===== src/rtl/calc_pkg.sv =====
// Shared definitions for the calculator arithmetic sequencer: op codes, FSM states
// and the iteration-counter sizing helper.
package calc_pkg;

  typedef enum logic [1:0] {
    OP_ADD = 2'b00,
    OP_SUB = 2'b01,
    OP_MUL = 2'b10,
    OP_DIV = 2'b11
  } op_t;

  typedef enum logic [1:0] {
    IDLE = 2'b00,
    EXEC = 2'b01,
    ITER = 2'b10
  } state_t;

  // Counter must hold the value WIDTH itself.
  function automatic int cnt_width(input int width);
    return $clog2(width + 1);
  endfunction

endpackage


===== src/rtl/calc_addsub.sv =====
// WIDTH-bit adder/subtractor; subtract is x + ~y + 1, so borrow is ~cout.
module calc_addsub #(
  parameter int WIDTH = 16
) (
  input  logic [WIDTH-1:0] x,
  input  logic [WIDTH-1:0] y,
  input  logic             sub,
  output logic [WIDTH-1:0] sum,
  output logic             cout
);

  logic [WIDTH-1:0] y_eff;

  always_comb begin
    y_eff = sub ? ~y : y;
    {cout, sum} = {1'b0, x} + {1'b0, y_eff} + {{WIDTH{1'b0}}, sub};
  end

endmodule


===== src/rtl/calc_sequencer.sv =====
// Multi-cycle add/sub/mul/div controller sharing one adder; mul is shift-and-add,
// div is restoring division, both over WIDTH iterations.
module calc_sequencer
  import calc_pkg::*;
#(
  parameter int WIDTH = 16
) (
  input  logic             clk,
  input  logic             reset,
  input  logic             start,
  input  logic [1:0]       op,
  input  logic [WIDTH-1:0] a,
  input  logic [WIDTH-1:0] b,
  output logic             busy,
  output logic             done,
  output logic [WIDTH-1:0] result,
  output logic [WIDTH-1:0] hi,
  output logic             error
);

  localparam int CW = cnt_width(WIDTH);

  state_t           state;
  op_t              op_r;
  logic [WIDTH-1:0] p_r;
  logic [WIDTH-1:0] q_r;
  logic [WIDTH-1:0] b_r;
  logic [CW-1:0]    cnt;

  logic [WIDTH-1:0] add_x;
  logic             add_sub;
  logic [WIDTH-1:0] add_sum;
  logic             add_cout;

  logic [WIDTH-1:0] r_shift;
  logic [WIDTH-1:0] p_acc;
  logic             c_acc;
  logic             div_ok;
  logic [WIDTH-1:0] p_nx;
  logic [WIDTH-1:0] q_nx;

  calc_addsub #(.WIDTH(WIDTH)) u_addsub (
    .x    (add_x),
    .y    (b_r),
    .sub  (add_sub),
    .sum  (add_sum),
    .cout (add_cout)
  );

  // Operand multiplexing for the single shared adder.
  always_comb begin
    r_shift = {p_r[WIDTH-2:0], q_r[WIDTH-1]};
    add_x   = q_r;
    add_sub = 1'b0;
    case (state)
      EXEC: begin
        add_x   = q_r;
        add_sub = (op_r == OP_SUB);
      end
      ITER: begin
        if (op_r == OP_DIV) begin
          add_x   = r_shift;
          add_sub = 1'b1;
        end else begin
          add_x   = p_r;
        end
      end
      default: ;
    endcase
  end

  // Next accumulator for one iteration of mul or div.
  always_comb begin
    {c_acc, p_acc} = q_r[0] ? {add_cout, add_sum} : {1'b0, p_r};
    // A bit shifted out of R means the true remainder exceeds any divisor.
    div_ok = add_cout | p_r[WIDTH-1];
    if (op_r == OP_DIV) begin
      p_nx = div_ok ? add_sum : r_shift;
      q_nx = {q_r[WIDTH-2:0], div_ok};
    end else begin
      p_nx = {c_acc, p_acc[WIDTH-1:1]};
      q_nx = {p_acc[0], q_r[WIDTH-1:1]};
    end
  end

  always_ff @(posedge clk or posedge reset) begin
    if (reset) begin
      state  <= IDLE;
      op_r   <= OP_ADD;
      p_r    <= '0;
      q_r    <= '0;
      b_r    <= '0;
      cnt    <= '0;
      busy   <= 1'b0;
      done   <= 1'b0;
      result <= '0;
      hi     <= '0;
      error  <= 1'b0;
    end else begin
      done <= 1'b0;
      case (state)
        IDLE: begin
          if (start) begin
            op_r <= op_t'(op);
            q_r  <= a;
            b_r  <= b;
            p_r  <= '0;
            cnt  <= CW'(WIDTH);
            busy <= 1'b1;
            case (op_t'(op))
              OP_MUL:  state <= ITER;
              OP_DIV:  state <= (b != '0) ? ITER : EXEC;
              default: state <= EXEC;
            endcase
          end
        end
        EXEC: begin
          if (op_r == OP_DIV) begin
            result <= '1;
            hi     <= q_r;
            error  <= 1'b1;
          end else begin
            result <= add_sum;
            hi     <= '0;
            error  <= (op_r == OP_SUB) ? ~add_cout : add_cout;
          end
          done  <= 1'b1;
          busy  <= 1'b0;
          state <= IDLE;
        end
        ITER: begin
          p_r <= p_nx;
          q_r <= q_nx;
          cnt <= cnt - CW'(1);
          if (cnt == CW'(1)) begin
            result <= q_nx;
            hi     <= p_nx;
            error  <= (op_r == OP_MUL) ? (p_nx != '0) : 1'b0;
            done   <= 1'b1;
            busy   <= 1'b0;
            state  <= IDLE;
          end
        end
        default: state <= IDLE;
      endcase
    end
  end

endmodule


===== config.mk =====
export PLATFORM = sky130hd
export DESIGN_NAME = calc_sequencer
export DESIGN_NICKNAME = d
export VERILOG_FILES = /design/src/rtl/calc_pkg.sv /design/src/rtl/calc_addsub.sv /design/src/rtl/calc_sequencer.sv
export SDC_FILE = /design/constraint.sdc
export NUM_CORES = 1
export LEC_CHECK = 0
export CAP_MARGIN = 40
export CORE_ASPECT_RATIO = 2
export CORE_MARGIN = 2
export CORE_UTILIZATION = 40
export CTS_BUF_LIST = sky130_fd_sc_hd__clkbuf_16
export CTS_CLUSTER_DIAMETER = 50
export DETAILED_ROUTE_END_ITERATION = 6
export GPL_ROUTABILITY_DRIVEN = 0
export SYNTH_ARGS = -nofsm -noshare
export SYNTH_HDL_FRONTEND = slang
export SYNTH_HIERARCHICAL = 1
export SYNTH_SLANG_ARGS = --single-unit

===== constraint.sdc =====
create_clock -name clk -period 5.06 [get_ports clk]
set_input_delay 0.759 -clock clk [delete_from_list [all_inputs] [get_ports clk]]
set_output_delay 0.759 -clock clk [all_outputs]
set_load 0.05 [all_outputs]

# Word level (Yosys, flattened, before mapping)

Index checks and enable logic that the tools add are counted.

Flip-flop bits (word level): 92
Bits of input ports: 37
Word-level logic and storage cells: 74

Add/sub/neg operators: 3
Eq/ne operators: 10
Mux-type cells: 36
Bitwise gates (word level): 3
Reductions and logical operators: 11

Operators by type and width:

| operator              | count |
|---|---|
| $mux W16              | 12 |
| $pmux W16 S2          | 4 |
| $reduce_bool A16 Y1   | 2 |
| $add A16 B16 Y17      | 1 |
| $add A17 B1 Y17       | 1 |
| $mux W17              | 1 |
| $not A16 Y16          | 1 |
| $eq A2 B2 Y1 const B  | 5 |
| $pmux W5 S2           | 1 |
| $mux W1               | 8 |
| $pmux W2 S2           | 2 |
| $reduce_and A2 Y1     | 4 |
| $mux W2               | 3 |
| $pmux W1 S2           | 3 |
| $eq A5 B1 Y1 const B  | 1 |
| $mux W5               | 1 |
| $sub A5 B1 Y5 const B | 1 |
| $eq A2 B1 Y1 const B  | 2 |
| $ne A2 B2 Y1 const B  | 2 |
| $reduce_bool A2 Y1    | 2 |
| $pmux W1 S3           | 1 |
| $reduce_and A3 Y1     | 1 |
| $reduce_bool A3 Y1    | 1 |
| $logic_not A2 Y1      | 1 |
| other kinds (2)       | 2 |

# Logic depth before layout (Yosys ltp)

Word-level depth: 13
Mapped depth: 24
Depth with buffers taken out: 18

# By module

Netlist, hierarchy kept.

Modules (own cells, without submodules):

| module         | times used | cells an instance | area each (sq um) | sequential area each (sq um) |
|---|---|---|---|---|
| calc_sequencer | 1          | 593               | 5,111.2           | 2,302.2 |
| calc_addsub    | 1          | 122               | 919.6             | 0.0 |

# Worst setup path before layout

Ideal clock, no wire load.

Kind: register -> register
From: reg state[0]
To: reg hi[1]
Library setup time: 0.133 ns
Data arrival time: 4.352 ns
Data required time: 4.927 ns
Slack: 0.575 ns
Stages on the path, launching flop included: 25
Clock period less this slack: 4.485 ns
Cell sequence: dfrtp_1 -> inv_1 -> ha_1 -> clkbuf_1 -> clkbuf_1 -> mux2i_1 -> nor2_1 -> buf_4 -> buf_2 -> xor2_1 -> ha_1 -> buf_2 -> a21oi_2 -> o21ai_0 -> a21o_1 -> a221oi_2 -> o21ai_1 -> a21o_1 -> clkbuf_2 -> nor2_8 -> buf_6 -> mux2i_1 -> mux2i_1 -> a21oi_1 -> o21ai_0

Word-level cells in the longest chain between the ends: 10
Elaborated cells between the ends (all ways): 16
Those cells by class: 2 x add/sub; 3 x eq/ne; 8 x mux; 1 x bitwise; 2 x reduce/logical

Ends and longest elaborated chain:

| element                                             | RTL line              | RTL |
|---|---|---|
| start: declaration                                  | calc_sequencer.sv:23  | `state_t state;` |
| start signal: assignment                            | calc_sequencer.sv:112 | `OP_DIV: state <= (b != '0) ? ITER : EXEC;` |
| $eq A2 B2 Y1 / $eq A2 B1 Y1 (equally long branches) | calc_sequencer.sv:55  | `case (state)` |
| $pmux W1 S2 (*)                                     | calc_sequencer.sv:55  |  |
| via add_sub                                         | calc_sequencer.sv:31  | `logic add_sub;` |
| $mux W16                                            | calc_addsub.sv:15     | `y_eff = sub ? ~y : y;` |
| $add A16 B16 Y17                                    | calc_addsub.sv:16     | `{cout, sum} = {1'b0, x} + {1'b0, y_eff} + {{WIDTH{1'b0}}, sub};` |
| $add A17 B1 Y17 (*)                                 | calc_addsub.sv:16     |  |
| via add_cout                                        | calc_sequencer.sv:33  | `logic add_cout;` |
| $or A1 B1 Y1 (*)                                    | calc_sequencer.sv:76  | `div_ok = add_cout \| p_r[WIDTH-1];` |
| $mux W16 (*)                                        | calc_sequencer.sv:78  | `p_nx = div_ok ? add_sum : r_shift;` |
| $mux W16 (*)                                        | calc_sequencer.sv:77  | `if (op_r == OP_DIV) begin` |
| $mux W16 (*)                                        | calc_sequencer.sv:135 | `if (cnt == CW'(1)) begin` |
| $pmux W16 S2 (*)                                    | calc_sequencer.sv:101 | `case (state)` |
| end signal: assignment                              | calc_sequencer.sv:120 | `hi <= q_r;` |
| end signal: assignment                              | calc_sequencer.sv:137 | `hi <= p_nx;` |
| end: declaration                                    | calc_sequencer.sv:17  | `output logic [WIDTH-1:0] hi,` |

The timed path passes the listed nets; every way through them passes the cells marked *. The select of a mux whose other input is x is not followed.
A chain may end at the register's enable or synchronous reset.

# Worst setup path in the final report

From: reg state[0]
To: reg hi[6]

Elaborated cells between the ends (all ways): 16
Those cells by class: 2 x add/sub; 3 x eq/ne; 8 x mux; 1 x bitwise; 2 x reduce/logical

RTL lines:

| element          | RTL line              | RTL |
|---|---|---|
| $eq A2 B2 Y1     | calc_sequencer.sv:55  |  |
| $mux W16         | calc_sequencer.sv:55  |  |
| via add_x[0]     | calc_sequencer.sv:30  | `logic [WIDTH-1:0] add_x;` |
| $add A16 B16 Y17 | calc_addsub.sv:16     |  |
| $add A17 B1 Y17  | calc_addsub.sv:16     |  |
| via add_cout     | calc_sequencer.sv:33  |  |
| $or A1 B1 Y1     | calc_sequencer.sv:76  |  |
| $mux W16         | calc_sequencer.sv:78  |  |
| $mux W16         | calc_sequencer.sv:77  |  |
| $mux W16         | calc_sequencer.sv:135 |  |
| $pmux W16 S2     | calc_sequencer.sv:101 |  |

The timed path passes the listed nets, and every way through them passes these cells. The select of a mux whose other input is x is not followed.

==> out/metrics.cfg <==
[layout]
final_cells=958
layout_common_cells=nand2_1, dfrtp_1, o21ai_0
num_antenna_cells=0
area_growth_pct=19.1
final_cell_area_um2=7180
final_common_cell=nand2_1
nets=818
drive_above_1_share_pct=7.21

[logic_synthesis]
yosysTopAreaCell=dfrtp_1
synthCells=715
synth.ff_latch_count=92
synth_edf_count=0
ys_top_cells_by_area=dfrtp_1, nand2_1, o21ai_0, ha_1, mux2i_1
syn-num-nets=775
ys_async_sr_fraction_pct=100
synth_flop_cell=dfrtp_1
synth_area_um2=6030
syn_area_per_cell_um2=8.43
ys_warn_count=6
ys_seq_area_share_pct=38.2
synth_cell_types=52
yosys.area.top_type_share_pct=38.2

[route]
wl_per_cell_um=18.3
drc=0
wl_um=17500
drt.antenna.violating_nets=0
drt_first_pass_iters=7
vias=5505
dr.first_iter.drc_count=520
via_per_inst=5.75

[placement]
dp_hpwl_um=12900
portBuffers=71
dp.cells=942
place_area_um2=6890

[worst_setup_path]
cp_max_fo=102
critPathArrivalTime_ns=4.72
setup.worst_path.end_class=flop
critPathRequiredTime_ns=5.29
path_class=reg2reg
startpoint_type=flop

[global_routing]
grt_max_degree=103
grt_pass1_wl_um=28300
grt_pass1_vias=5470
grt_use_total_pct=22.1
grt.overflow.total=0
grt_antenna_before_repair=0

[die]
fp.dieH_um=178
rows=63
io_pins=72
start_util_pct=40.7
core-area_um2=14800
dieArea_um2=16100
fp.dieW_um=90.8

[status]
status=finished clean

[timing]
rsz0062_at_grt=no
hold-worst-slack_ns=0.475
post-route-period-util_pct=88.9
fin_crit_ns=4.50
relSlewSlack_pct=43.2
fmax_mhz=222
fin_tns_setup_ns=0
setup_viol=0
skew_ns=0.0142
worst_slew_pin_slew_ns=0.851
maxSlewViolCount=0
finalHoldViolations=0

[clocking]
clock_sinks=92
cts-resized-gates=0
cts_setup_buffers=0
clk_pin_slew_ns=0.06
cts_buffers=9
htreeDepth=3
ctsLongestPathBuffers=2
root_buffer=clkbuf_16
clock_latency_ns=0.36
holdBufCountCts=0
cts_tree=built

[min_path]
hold_path_class=reg2reg

[flow_run]
maxCapViolations=0

[final cells by class]
type,count,area (um^2)
Tap cell,195,244
Clock inverter,7,67.6
Sequential cell,92,2300
Clock buffer,9,225
Timing Repair Buffer,83,851
Inverter,10,38.8
Fill cell,1504,7640
Multi-Input combinational cell,562,3450
[cell families (layout without fill, tap and decap cells)]
logic type / Yosys count / after routing / share of synthesized area [%]
buffers and inverters: 61 / 109 / 4.67
adders and majority gates: 23 / 23 / 4.90
muxes: 45 / 45 / 7.84
and+or+nand+nor: 253 / 253 / 19.2
DFF: 92 / 92 / 38.2
xor gates and xnor gates: 31 / 31 / 4.50
AOI/OAI and AO/OA: 210 / 210 / 20.7
[per-stage QoR]
step | utilization [%] | setup slack, ns
6_report | 48.5 | 0.564
4_1_cts | 48.5 | 0.609
5_1_grt | 48.5 | 0.275
3_3_place_gp | 46.2 | 0.703
2_1_floorplan | - | 0.575
3_5_place_dp | 46.5 | 0.645
[per-layer routing]
metal  share of wire [%]  GRT usage, %
met4                 5.1          13.1
met5                   0             0
met3                 4.2          2.59
met2                  51          39.4
met1                  39          25.2
[synthesized netlist by cell type (2+ instances only)]
library cell	number
nor4b_2	2
xor2_1	20
a31oi_1	22
buf_6	2
a21o_1	4
nand4_1	3
a22o_1	16
o21ai_0	85
o21ai_1	4
nor3_1	4
and3_1	6
a21oi_1	44
o22ai_1	3
o31ai_1	3
clkbuf_1	24
nand2b_1	6
ha_1	22
buf_2	19
nand2_1	129
o21a_1	4
o32ai_1	2
a211oi_1	14
mux2_2	18
dfrtp_1	92
nor4_1	8
nand3_1	18
mux2i_1	27
clkbuf_2	2
or4_1	3
nor3b_1	2
inv_1	10
nor2_1	48
nor2b_1	17
and2_1	2
buf_4	3
xnor2_1	11
[worst max-delay path, stage by stage (launching register included)]
cell	delay (ns)
dfrtp_1	0.41
inv_1	0.10
ha_2	0.21
buf_12	0.35
a31oi_1	0.22
mux2i_1	0.29
fa_1	0.27
and2b_1	0.22
o2111ai_1	0.25
a21boi_1	0.15
a221oi_2	0.37
o21ai_1	0.13
a21o_1	0.30
nor2_8	0.40
mux2i_1	0.28
a21oi_1	0.13
a21oi_1	0.20
o21ai_0	0.09
[flip-flops by register name, summed over array words and instances (netlist names)]
name	flops
busy	1
cnt	5
q_r	16
error	1
done	1
result	16
op_r	2
b_r	16
state	2
hi	16
p_r	16
[final timing paths]
path                                       from             endpoint  slack [ns]  cells past startpoint
max                        state[0]$_DFFE_PP0P_    hi[6]$_DFFE_PP0P_        0.56                     17
min                          hi[14]$_DFFE_PP0P_   hi[14]$_DFFE_PP0P_        0.48                      2
max reg2reg                state[0]$_DFFE_PP0P_    hi[6]$_DFFE_PP0P_        0.56                     17
min reg2reg                  hi[14]$_DFFE_PP0P_   hi[14]$_DFFE_PP0P_        0.48                      2
max in group asynchronous                 reset  p_r[11]$_DFFE_PP0P_        3.50                      3
min in group asynchronous                 reset    hi[3]$_DFFE_PP0P_        0.71                      2
Power is not shown: default switching activity piles up to over one toggle a cycle in this logic, so the estimate is an artifact.
